===== config.mk =====
export PLATFORM = sky130hd
export DESIGN_NAME = alu_exec_unit
export DESIGN_NICKNAME = d
export VERILOG_FILES = /design/src/rtl/alu_exec_unit.sv
export SDC_FILE = /design/constraint.sdc
export NUM_CORES = 1
export LEC_CHECK = 0
export CORE_MARGIN = 4
export CORE_UTILIZATION = 40
export CTS_CLUSTER_SIZE = 8
export DETAILED_ROUTE_END_ITERATION = 12
export SLEW_MARGIN = 10
export SYNTH_ARGS = -nofsm -noshare
export SYNTH_HDL_FRONTEND = slang
export SYNTH_SLANG_ARGS = --single-unit

===== constraint.sdc =====
create_clock -name clk -period 4.1 [get_ports clk]
set_input_delay 0.82 -clock clk [delete_from_list [all_inputs] [get_ports clk]]
set_output_delay 0.82 -clock clk [all_outputs]
set_load 0.1 [all_outputs]

===== src/rtl/alu_exec_unit.sv =====
// alu_exec_unit
//   Multi-cycle EX-stage ALU. It takes a 4-bit alu_control code and two XLEN-bit
//   operands with a valid/ready handshake. After LATENCY cycles it presents a
//   registered result, zero and illegal, also with a valid/ready handshake.
//
// Ports
//   clk          in   system clock, rising edge
//   rst          in   asynchronous reset, active-high
//   in_valid     in   operation request valid
//   in_ready     out  unit can accept a request this cycle
//   alu_control  in   0000 AND, 0001 OR, 0010 ADD, 0110 SUB, 0111 SLT, 1111 NOP
//   operand_a    in   first operand (rs1)
//   operand_b    in   second operand (rs2 or immediate)
//   out_valid    out  result/zero/illegal valid
//   out_ready    in   consumer accepts result this cycle
//   result       out  operation result
//   zero         out  result == 0
//   illegal      out  alu_control was not a legal code
//
// State table
//   IDLE | no operation held, ready for a request
//   BUSY | operation captured, counting down the remaining latency
//   DONE | result presented, waiting for out_ready

module alu_exec_unit #(
    parameter int XLEN    = 32,
    parameter int LATENCY = 2
) (
    input  logic            clk,
    input  logic            rst,
    input  logic            in_valid,
    output logic            in_ready,
    input  logic [3:0]      alu_control,
    input  logic [XLEN-1:0] operand_a,
    input  logic [XLEN-1:0] operand_b,
    output logic            out_valid,
    input  logic            out_ready,
    output logic [XLEN-1:0] result,
    output logic            zero,
    output logic            illegal
);

    localparam int CW = (LATENCY > 1) ? $clog2(LATENCY) : 1;

    typedef enum logic [1:0] {
        IDLE = 2'd0,
        BUSY = 2'd1,
        DONE = 2'd2
    } state_t;

    state_t          state, state_next;
    logic [CW-1:0]   count, count_next;
    logic [3:0]      op_q;
    logic [XLEN-1:0] a_q, b_q;
    logic            accept;
    logic            load_result;
    logic [3:0]      src_op;
    logic [XLEN-1:0] src_a, src_b;
    logic [XLEN-1:0] res_calc;
    logic            ill_calc;

    // Reset gating keeps the unit from claiming readiness while rst is asserted.
    assign in_ready  = !rst && ((state == IDLE) || (state == DONE && out_ready));
    assign accept    = in_valid && in_ready;
    assign out_valid = (state == DONE);

    always_ff @(posedge clk or posedge rst) begin
        if (rst) begin
            state <= IDLE;
            count <= '0;
        end else begin
            state <= state_next;
            count <= count_next;
        end
    end

    always_comb begin
        state_next = state;
        count_next = count;
        case (state)
            IDLE: begin
                if (accept) begin
                    if (LATENCY == 1) begin
                        state_next = DONE;
                    end else begin
                        state_next = BUSY;
                        count_next = CW'(LATENCY - 1);
                    end
                end
            end
            BUSY: begin
                count_next = count - 1'b1;
                if (count == CW'(1)) begin
                    state_next = DONE;
                end
            end
            DONE: begin
                if (accept) begin
                    if (LATENCY == 1) begin
                        state_next = DONE;
                    end else begin
                        state_next = BUSY;
                        count_next = CW'(LATENCY - 1);
                    end
                end else if (out_ready) begin
                    state_next = IDLE;
                end
            end
            default: state_next = IDLE;
        endcase
    end

    always_ff @(posedge clk or posedge rst) begin
        if (rst) begin
            op_q <= '0;
            a_q  <= '0;
            b_q  <= '0;
        end else if (accept) begin
            op_q <= alu_control;
            a_q  <= operand_a;
            b_q  <= operand_b;
        end
    end

    // With a single-cycle latency the result register loads on the accept edge itself.
    // In that case it has to see the incoming operands, not the captured copies.
    assign load_result = (LATENCY == 1) ? accept : (state == BUSY && count == CW'(1));
    assign src_op      = (LATENCY == 1) ? alu_control : op_q;
    assign src_a       = (LATENCY == 1) ? operand_a   : a_q;
    assign src_b       = (LATENCY == 1) ? operand_b   : b_q;

    always_comb begin
        res_calc = '0;
        ill_calc = 1'b0;
        case (src_op)
            4'b0000: res_calc = src_a & src_b;
            4'b0001: res_calc = src_a | src_b;
            4'b0010: res_calc = src_a + src_b;
            4'b0110: res_calc = src_a + ~src_b + XLEN'(1);
            4'b0111: res_calc = {{(XLEN-1){1'b0}}, ($signed(src_a) < $signed(src_b))};
            4'b1111: res_calc = '0;
            default: ill_calc = 1'b1;
        endcase
    end

    always_ff @(posedge clk or posedge rst) begin
        if (rst) begin
            result  <= '0;
            zero    <= 1'b0;
            illegal <= 1'b0;
        end else if (load_result) begin
            result  <= res_calc;
            zero    <= (res_calc == '0);
            illegal <= ill_calc;
        end
    end

endmodule


==> results.cfg <==
[outcome]
status = finished, final reports clean

[synth]
synthDistinctLibCells = 81
synth_top_area_cell = dfrtp_1
netlist.area_leader.share_pct = 27.9
synth_area_mm2 = 0.00941
synthArstFlopShare_pct = 100
ys.flop_type = dfrtp_1
syn_nets = 1282
synth_edf_count = 0
synth_warnings = 0
ys_top_cells_by_area = dfrtp_1 (28%), ha_1 (13%), mux2_2 (9.1%), a21oi_1 (4.0%), inv_1 (4.0%)
synth_cells = 1108
synth_seq_cells = 105
syn_avg_cell_area_um2 = 8.49
yosysSeqAreaShare_pct = 27.9

[cells_and_area]
fin_util_pct = 50.5
finalNetCount = 1411
stdcell_count = 1555
area_growth_pct = 23.0
drive_gt1_share_pct = 15.9
num-fill-cells = 2202
n_antenna_cell = 0

[timing]
setup_viol = 0
fmax_mhz = 252
timing.final.ws_setup_ns = 0.128
finalHoldViolCount = 0
rsz0062_at_grt = false
post-route-period-util_pct = 96.9
finalMaxSlewViolations = 0
skew_ns = 0.00810
maxSlewHeadroom_pct = 33.0
worstMarginPinSlew_ns = 1.00
tns_ns = 0
period_needed_ns = 3.97

[global_route]
grt_max_degree = 58
grtUsageTotal_pct = 22.9
overflow = 0
grt_pass1_wl_um = 47800
first_global_vias = 8599
antenna_found_initial = 0

[die]
core_mm2 = 0.0229
die_area_mm2 = 0.0260
die_w_um = 161
start_util_pct = 41.0
rows = 55
ios = 108
die_h_um = 161

[critical_path]
cp.required_ns = 4.41
cp-startpoint = b_q[0]
r2r_start = b_q[0]
path_class = reg -> reg
cp.arrival_ns = 4.28
critPathMaxFanout = 3
rrSetupSlack_ns = 0.13
crit_path_end_kind = flop
cp-start-kind = flop

[clock_tree]
clk_path_buf_depth = 2
cts_sinks = 105
clk_pin_slew_ns = 0.08
cts_root_buffer = clkbuf_16
clkLatencyLatePin_ns = 0.37
cts_made_buffers = 9
cts_tree = yes
htreeDepth = 3
cts_hold_buf = 0

[drt]
drtIter0Drc = 707
via_per_inst = 5.83
num_vias = 9072
routed_wirelength_um = 30300
drt_pre_antenna_iters = 5
drcViolationCount = 0
ant_nets = 0
wl_per_cell_um = 19.5

[place]
numPortBuffers = 107
gp_congestion = 0.974
placed_cells = 1536
place_ws_ns = 0.0919
dp_hpwl_um = 23500

[hold_path]
holdCritPathClass = reg -> reg
worstHoldStart = result[19]

[run]
drv_cap = 0
[metal layers]
layer  GRT usage [%]  wire length (um)  vias to the layer above
li1                -                 -                     4290
met1            33.4             14200                     4395
met2            35.3             13400                      350
met3            4.01              2220                       37
met4            5.35               519                        0
met5               0                 0                        -
[critical path, cell delays in order (launching register included)]
cell       delay, ns
dfrtp_1         0.40
buf_4           0.15
ha_1            0.21
inv_1           0.08
fa_1            0.19
nor2b_1         0.28
o311ai_2        0.12
buf_4           0.17
a211oi_1        0.42
buf_4           0.21
or3_1           0.11
a22oi_1         0.10
or4_1           0.48
or4_4           0.44
a2111oi_4       0.32
nand3_1         0.11
o21ai_1         0.12
[cell type report]
| class | count | area (um2) | area share, % |
|---|---|---|---|
| multi-input combinational | 843 | 6260 | 54.1 |
| sequential | 105 | 2630 | 22.7 |
| timing repair buffer | 175 | 1620 | 14.0 |
| tap | 313 | 392 | 3.38 |
| inverter | 103 | 389 | 3.36 |
| clock buffer | 10 | 229 | 1.98 |
| clock inverter | 6 | 61.3 | 0.530 |
[cell families after synthesis]
group | Yosys count | synth area share (%)
buffers and inverters | 160 | 6.59
flip-flops | 105 | 27.9
adder cells (fa/ha/maj) | 102 | 13.7
AND/OR/NAND/NOR | 308 | 15.8
multiplexers | 85 | 10.1
XOR/XNOR | 7 | 0.652
AO/OA/AOI/OAI | 341 | 25.2
[synth_stat cells (11+ instances only)]
cell	count
a211oi_1	13
a21oi_1	76
buf_2	12
clkbuf_1	34
dfrtp_1	105
ha_1	100
inv_1	100
mux2_2	76
nand2_1	97
nand3_1	18
nor2_1	78
nor2b_1	11
nor3_1	25
nor4_1	12
o211ai_1	18
o21a_1	12
o21ai_0	66
o221ai_1	11
o31ai_1	15
or3_1	12
[layout by cell type, fill, tap and decap left out, drive strengths merged, types with 8 or more instances in the layout]
cell and instances:
nand3 18, a22oi 8, o21ai 69, o211ai 18
inv 104, o221ai 11, dfrtp 105, o21bai 9
nand4 10, clkbuf 10, clkdlybuf4s50 106, a31oi 8
mux2 76, nor2b 12, a221oi 9, a21oi 76
a211oi 14, or3 12, o21a 12, nor2 79
mux2i 9, nor3 25, o31ai 15, nand2 97
nor4 12, nand2b 9, a21o 9, ha 100
buf 69
[what timing repair did]
| action | CTS | global route |
|---|---|---|
| buffers inserted | 0 | 3 |
| gates resized for setup | 0 | 13 |
| endpoints found under the setup margin | 0 | 1 |
[worst paths after layout]
path	endpoint	depth (start not counted)
worst max-delay path	zero	16
worst min-delay path	result[19]	2
worst max register to register	zero	16
worst min register to register	result[19]	2
max in group asynchronous	a_q[7]	3
min in group asynchronous	state[0]	2
[sequential cells by signal (all words and copies together), names as in the netlist]
signal	count
result	32
a_q	32
zero	1
op_q	4
count	1
b_q	32
state	2
illegal	1
[through the flow]
step                      hold slack (ns)  instance area [um2]
final                               0.480                11600
after global routing                0.516                11600
after global placement              0.459                11200
after CTS                           0.487                11500
after detailed placement            0.467                11200
after floorplan                     0.471                 9410
Power is not shown: default switching activity piles up to over one toggle a cycle in this logic, so the estimate is an artifact.
